<file path="config.mk">
export PLATFORM = sky130hd
export DESIGN_NAME = nibble_serial_add_ctrl
export DESIGN_NICKNAME = d
export VERILOG_FILES = /design/src/rtl/nibble_serial_add_ctrl.sv
export SDC_FILE = /design/constraint.sdc
export NUM_CORES = 1
export LEC_CHECK = 0
export ABC_AREA = 1
export CORE_MARGIN = 2
export CORE_UTILIZATION = 43
export CTS_CLUSTER_DIAMETER = 30
export DETAILED_ROUTE_END_ITERATION = 8
export PLACE_DENSITY = 0.85
export SYNTH_ARGS = -nofsm -noshare
export SYNTH_HDL_FRONTEND = slang
export SYNTH_SLANG_ARGS = --single-unit
</file>
<file path="constraint.sdc">
create_clock -name Clk -period 1.7 [get_ports Clk]
set_input_delay 0.34 -clock Clk [delete_from_list [all_inputs] [get_ports Clk]]
set_output_delay 0.34 -clock Clk [all_outputs]
set_load 0.005 [all_outputs]
</file>
<file path="src/rtl/nibble_serial_add_ctrl.sv">
// Nibble-serial adder controller: walks W-bit operands through one external 4-bit lookahead slice.
// Optional build macro SUB_SUPPORT_EN adds the Sub port for A - B (two's complement).
module nibble_serial_add_ctrl #(
    parameter int N_NIBBLES = 4,
    localparam int W = 4 * N_NIBBLES,
    localparam int CNT_W = (N_NIBBLES > 1) ? $clog2(N_NIBBLES) : 1
) (
    input  logic         Clk,
    input  logic         Reset,
    input  logic         Run,
    input  logic [W-1:0] A,
    input  logic [W-1:0] B,
    input  logic         C_in,
`ifdef SUB_SUPPORT_EN
    input  logic         Sub,
`endif
    output logic [3:0]   Slice_A,
    output logic [3:0]   Slice_B,
    output logic         Slice_Cin,
    input  logic [3:0]   Slice_S,
    input  logic         Slice_P,
    input  logic         Slice_G,
    output logic [W-1:0] Sum,
    output logic         C_out,
    output logic         V,
    output logic         Busy,
    output logic         Done
);

    typedef enum logic [1:0] {
        IDLE = 2'd0,
        ADD  = 2'd1,
        HOLD = 2'd2
    } state_t;

    state_t         state_r;
    state_t         state_s;
    logic [CNT_W-1:0] cnt_r;
    logic [W-1:0]   a_r;
    logic [W-1:0]   b_r;
    logic           c_r;
    logic [W-1:0]   sum_r;
    logic           c_out_r;
    logic           v_r;
    logic           busy_r;
    logic           done_r;
    logic           carry_s;
    logic           last_s;
    logic           sub_s;

`ifdef SUB_SUPPORT_EN
    assign sub_s = Sub;
`else
    assign sub_s = 1'b0;
`endif

    // Group carry out of the current nibble, fed back through c_r.
    assign carry_s = Slice_G | (Slice_P & c_r);
    assign last_s  = (cnt_r == CNT_W'(N_NIBBLES - 1));

    // Next-state logic.
    always_comb begin
        state_s = state_r;
        case (state_r)
            IDLE: begin
                if (Run) begin
                    state_s = ADD;
                end else begin
                    state_s = IDLE;
                end
            end
            ADD: begin
                if (last_s) begin
                    state_s = HOLD;
                end else begin
                    state_s = ADD;
                end
            end
            HOLD: begin
                if (Run) begin
                    state_s = HOLD;
                end else begin
                    state_s = IDLE;
                end
            end
            default: state_s = IDLE;
        endcase
    end

    // State register with status flags registered alongside the next state.
    always_ff @(posedge Clk) begin
        if (Reset) begin
            state_r <= IDLE;
            busy_r  <= 1'b0;
            done_r  <= 1'b0;
        end else begin
            state_r <= state_s;
            busy_r  <= (state_s == ADD);
            done_r  <= (state_s == HOLD);
        end
    end

    // Operand capture and nibble-serial accumulation.
    always_ff @(posedge Clk) begin
        if (Reset) begin
            cnt_r   <= {CNT_W{1'b0}};
            a_r     <= {W{1'b0}};
            b_r     <= {W{1'b0}};
            c_r     <= 1'b0;
            sum_r   <= {W{1'b0}};
            c_out_r <= 1'b0;
            v_r     <= 1'b0;
        end else begin
            case (state_r)
                IDLE: begin
                    if (Run) begin
                        a_r   <= A;
                        b_r   <= sub_s ? ~B : B;
                        c_r   <= sub_s ? 1'b1 : C_in;
                        cnt_r <= {CNT_W{1'b0}};
                        sum_r <= {W{1'b0}};
                    end
                end
                ADD: begin
                    sum_r[{cnt_r, 2'b00} +: 4] <= Slice_S;
                    c_r   <= carry_s;
                    cnt_r <= cnt_r + CNT_W'(1);
                    if (last_s) begin
                        // Slice_S[3] is the final sum MSB being written on this edge.
                        c_out_r <= carry_s;
                        v_r     <= (a_r[W-1] == b_r[W-1]) & (Slice_S[3] != a_r[W-1]);
                    end
                end
                default: begin
                end
            endcase
        end
    end

    // Slice drive: current nibble during ADD, quiet otherwise.
    always_comb begin
        if (state_r == ADD) begin
            Slice_A   = a_r[{cnt_r, 2'b00} +: 4];
            Slice_B   = b_r[{cnt_r, 2'b00} +: 4];
            Slice_Cin = c_r;
        end else begin
            Slice_A   = 4'h0;
            Slice_B   = 4'h0;
            Slice_Cin = 1'b0;
        end
    end

    assign Sum   = sum_r;
    assign C_out = c_out_r;
    assign V     = v_r;
    assign Busy  = busy_r;
    assign Done  = done_r;

endmodule

</file>
# After elaboration in Yosys (flattened, before gate mapping)
# Cells that the tools add are included.
dict set report word_totals {
  reg_bits 57
  inputBits 42
  out_inout_bits 29
  word_cells 46
}
dict set report classes {
  n_addsub 2
  eq_ne 8
  n_shift 4
  mux 14
  n_bitwise 3
  reduce_logical 5
}
# operator n
set ops {}
lappend ops {{case mux 16 bit (2 select lines)} 1}
lappend ops {{indexed part select 16 x 5 -> 4 bit} 2}
lappend ops {{bitwise mux 16 bit} 1}
lappend ops {{two-way mux 16 bit} 1}
lappend ops {{variable shift 4 x 6 -> 16 bit, first input constant} 1}
lappend ops {{indexed part select 4 x 6 -> 16 bit} 1}
lappend ops {{two-way mux 4 bit} 2}
lappend ops {{== test 2 bit, second input constant} 3}
lappend ops {{two-way mux 2 bit} 3}
lappend ops {{negation 4 -> 6 bit} 1}
lappend ops {{case mux 2 bit (3 select lines)} 1}
lappend ops {{AND reduction 2 bit} 3}
lappend ops {{== test 2 x 1 -> 1 bit, second input constant} 2}
lappend ops {{case mux 2 bit (2 select lines)} 1}
lappend ops {{two-way mux 1 bit} 3}
lappend ops {{adder 2 x 1 -> 2 bit, second input constant} 1}
lappend ops {{bitwise AND 1 bit} 2}
lappend ops {{zero test 2 bit} 1}
lappend ops {{!= test 2 bit, second input constant} 1}
lappend ops {{case mux 1 bit (2 select lines)} 1}
lappend ops {{nonzero test 2 bit} 1}
lappend ops {{== test 1 bit} 1}
lappend ops {{!= test 1 bit} 1}
lappend ops {{OR 1 bit} 1}

# Longest topological paths before layout
dict set report logic_depth {
  ltp_word 4
  ltp_mapped 10
  ltp_nobuf 8
}

# Worst setup path after synthesis
# OpenSTA, ideal clock, no wires.
dict set report synth_timing {
  path_type {reg-to-reg}
  from {register cnt_r[0]}
  to {register sum_r[5] (netlist: Sum[5])}
  setup_time_ns 0.070
  arrival_time_ns 1.533
  required_ns 1.630
  setup_slack_ns 0.097
  path_stages_with_launch 9
  path_buffers 2
  synth_period_minus_slack_ns 1.603
  path_cell_list {dfxtp_1 > buf_2 > inv_1 > clkbuf_1 > ha_1 > nand2_1 > nor2_4 > nand3_1 > a21oi_1}
}
dict set report synth_via {
  elab_chain_len 4
  elab_cells_between_ends 5
  classes_between {1 x add/sub; 2 x shift; 2 x mux}
}
# item line_no
set synth_rtl {}
lappend synth_rtl {{start, declared} 38} ;# logic [CNT_W-1:0] cnt_r;
lappend synth_rtl {{start signal, assigned} 106} ;# cnt_r <= {CNT_W{1'b0}};
lappend synth_rtl {{start signal, assigned} 120} ;# cnt_r <= {CNT_W{1'b0}};
lappend synth_rtl {{start signal, assigned} 127} ;# cnt_r <= cnt_r + CNT_W'(1);
lappend synth_rtl {{negation 4 -> 6 bit (*)} 125} ;# sum_r[{cnt_r, 2'b00} +: 4] <= Slice_S;
lappend synth_rtl {{indexed part select 4 x 6 -> 16 bit / variable shift 4 x 6 -> 16 bit (equally long branches)} 125}
lappend synth_rtl {{bitwise mux 16 bit (*)} 125}
lappend synth_rtl {{case mux 16 bit (2 select lines) (*)} 114} ;# case (state_r)
lappend synth_rtl {{end signal, assigned} 110} ;# sum_r <= {W{1'b0}};
lappend synth_rtl {{end signal, assigned} 121} ;# sum_r <= {W{1'b0}};
lappend synth_rtl {{end signal, assigned by index} 125}
lappend synth_rtl {{end, declared} 42} ;# logic [W-1:0] sum_r;
# Mark *: on every way between the ends. The rest lies on a longest branch, timed or not.
# A chain may end at the register's enable or synchronous reset.

# Final worst setup path
dict set report layout_timing {
  from {register cnt_r[0]}
  to {output port Slice_B[0]}
}
dict set report layout_via {
  elab_chain_len 2
}
# item line_no
set layout_rtl {}
lappend layout_rtl {{indexed part select 16 x 5 -> 4 bit} 144} ;# Slice_B = b_r[{cnt_r, 2'b00} +: 4];
lappend layout_rtl {{two-way mux 4 bit} 142} ;# if (state_r == ADD) begin
lappend layout_rtl {{end, declared} 18} ;# output logic [3:0] Slice_B,
# Every way passes these cells.

==> run summary <==
Area Overhead vs Synth = 43.2%
register area share after synthesis = 44.9%
leakage = 1.51 nW
First-pass DRT Iterations = 5
largest area contributor in the netlist = dfxtp_1
die height = 80.8 µm
ant diodes = 0
Clk pwr share = 37.5%
worst hold path class = flip-flop to flip-flop
Worst Path Arrival = 1390 ps
Ports = 71
clock root cell = clkbuf_8
Reg area = 0.00114 mm²
Max rail drop VDD = 0.000683 V
hold_sp = Sum[15]
Yosys cell types = 21
placed cells = 514
post-route insts no fill = 531
Post-Syn Area per Cell = 6.92 µm²
number of enable flip-flop cells after synthesis = 0
Synthesized Nets = 414
total power = 3.26 mW
GRT Util Overall = 20.5%
FF-to-FF path depth = 7
routed len/inst = 12.3 µm
reg2reg end = Sum[8]
Tmin final = 1730 ps
max_cap viols = 0
setup ws final = -32.8 ps
final instance area = 0.00363 mm²
final wirelength = 6560 µm
final slew viol count = 0
ys flop type = dfxtp_1
starting density of the core = 45.3%
worst clock skew = 6.93 ps
Yosys warning count = 0
initial antenna violation count = 0
Internal = 2.41 mW
Worst-path clk slew = 60 ps
Core Area = 0.00561 mm²
Placed Area = 0.00345 mm²
unrepaired setup endpoints after global routing = true
largest net degree at the start of global routing = 24
Logic pwr share = 17.5%
Max clock buf depth = 2
gr ovfl total = 0
# DRC = 0
# port buffers = 70
routability cong. = 0.867
clk sink count = 57
Post-Place Setup Slack = -100 ps
Synth Cell Area = 0.00254 mm²
post-synthesis async set-or-reset flop share = 0%
nets@finish = 501
Critical Path Fanout Max = 9
Switching Fraction = 26.1%
PwrDens = 898 mW/mm²
Routed Antenna Nets = 0
Worst Hold Depth = 2
initial drt markers = 142
Fillers = 501
final setup violation count = 3
die span in x = 80.8 µm
total die area = 0.00653 mm²
row count = 27
Synth top area share = 44.9%
failing checks = negative setup slack
worst path required time = 1360 ps
Post-CTS Hold Buffers = 0
Post-Route Setup TNS = -59.7 ps
Critical R2R Launch = cnt_r[1]
H-tree levels = 3
CTS tree = yes
vias = 2678
DP HPWL = 4770 µm
Worst R2R Setup Slack = 140 ps
vias per cell = 5.04
Reg power frac = 45.0%
status = finished, violations left
Slew Limit Headroom = 79.7%
first-pass GRT wire length = 10200 µm
area of the multi-input gates = 0.00123 mm²
Cells after Synth = 367
CP Capture Type = primary output
Max Freq = 577 MHz
Worst-Skew Late Latency = 340 ps
CTS buffer count = 9
critical path startpoint category = flip-flop
Worst Tran Pin Value = 305 ps
Setup CP Type = flip-flop to primary output
Psw = 0.851 mW
synth top area cells = dfxtp_1 (45%), nor2_1 (16%), o21ai_0 (9.1%), nand2_1 (7.2%), a21oi_1 (5.9%)
register bit total from synthesis = 57
final hold viol count = 0
vias in the first global route = 2436
fin crit share = 102%
Hold Path Sink = Sum[15]
layout cell share with drive strength beyond 1 = 13.5%
what timing repair did:
| action | 4_1_cts | 5_1_grt |
|---|---|---|
| gates cloned | 0 | 1 |
| gates resized for setup | 33 | 18 |
| buffers inserted | 0 | 0 |
| setup endpoints to repair | 9 | 15 |
| pin swaps | 3 | 6 |
flip-flops by register name (all words and copies together), names as in the netlist:
register and count:
Sum 16, a_r 16, b_r 16, cnt_r 2, state_r 2, Busy 1
C_out 1, Done 1, V 1, c_r 1
cells in the final DEF (no fill, tap or decap), types with 2 or more instances in the layout:
cell and n:
nor2_1 108, clkdlybuf4s50_1 61, dfxtp_1 56, nand2_1 48
o21ai_0 36, a21oi_1 30, buf_4 22, nand3_1 18
inv_1 15, o21ai_1 11, clkbuf_8 10, buf_2 8
nor2_2 5, nand2_2 4, ha_1 4, inv_2 3
clkbuf_1 3, buf_12 3, o211ai_1 2, clkinv_2 2
critical path, stage by stage, from the launching register on:
cell     delay (ps)
dfxtp_4         390
buf_12          130
nor2_1           40
nor2_1           90
o21ai_0          90
a21oi_1         170
buf_2           140
layout make-up:
type / count / share of cell area (%)
Multi-Input combinational cell: 272 / 33.9
Clock buffer: 13 / 4.10
Clock inverter: 3 / 1.10
Sequential cell: 57 / 31.5
Timing Repair Buffer: 96 / 25.0
Tap cell: 72 / 2.48
Inverter: 18 / 1.86
power by group through the flow:
| stage | Sequential (mW) | Clock (mW) | Combinational [mW] |
|---|---|---|---|
| 6_report | 1.47 | 1.23 | 0.572 |
| 5_1_grt | 1.48 | 1.30 | 0.635 |
| 4_1_cts | 1.46 | 1.24 | 0.556 |
| 3_5_place_dp | 1.49 | 0 | 0.563 |
| 3_3_place_gp | 1.49 | 0 | 0.547 |
| 2_1_floorplan | 1.48 | 0 | 0.306 |
synth_stat cells (2+ instances only):
library cell / count
inv_1: 17
nor2_2: 3
a21oi_1: 30
clkbuf_1: 7
o211ai_1: 2
nand3_1: 18
buf_2: 7
o21ai_0: 46
nand2_1: 49
nand2_2: 3
dfxtp_1: 57
nor2_1: 110
buf_4: 6
ha_1: 5
metal layers:
layer / vias up / wire length [µm] / GRT usage, %
met3: 17 / 510 / 5.89
met1: 1207 / 2760 / 22.8
met5: - / 0 / 0
met2: 103 / 3110 / 35.5
met4: 0 / 178 / 10.7
li1: 1351 / - / -
per-stage QoR:
stage	hold WS, ps	utilization, %
6_report	458	64.8
5_1_grt	481	64.8
4_1_cts	460	64.3
3_5_place_dp	451	61.5
3_3_place_gp	448	61.5
2_1_floorplan	409	-
logic make-up (layout without fill, tap and decap cells):
group	count (synthesis)	after routing	synth area share, %
adders and majority gates	5	5	2.46
buffers and inverters	38	130	6.85
AOI/OAI and AO/OA	81	81	16.3
DFF	57	57	44.9
and+or+nand+nor	186	186	29.4
worst max-delay path by stage:
stage	from	endpoint	slack, ps	depth (start not counted)
3_5_place_dp	cnt_r[0]	Slice_B[1]	-100	6
4_1_cts	cnt_r[0]	Slice_B[3]	-90	5
2_1_floorplan	cnt_r[0]	Sum[5]	100	8
3_3_place_gp	cnt_r[0]	Slice_B[0]	-80	6
5_1_grt	cnt_r[0]	Slice_B[0]	-130	6
6_report	cnt_r[0]	Slice_B[0]	-30	6
(Power assumes the default switching activity.)
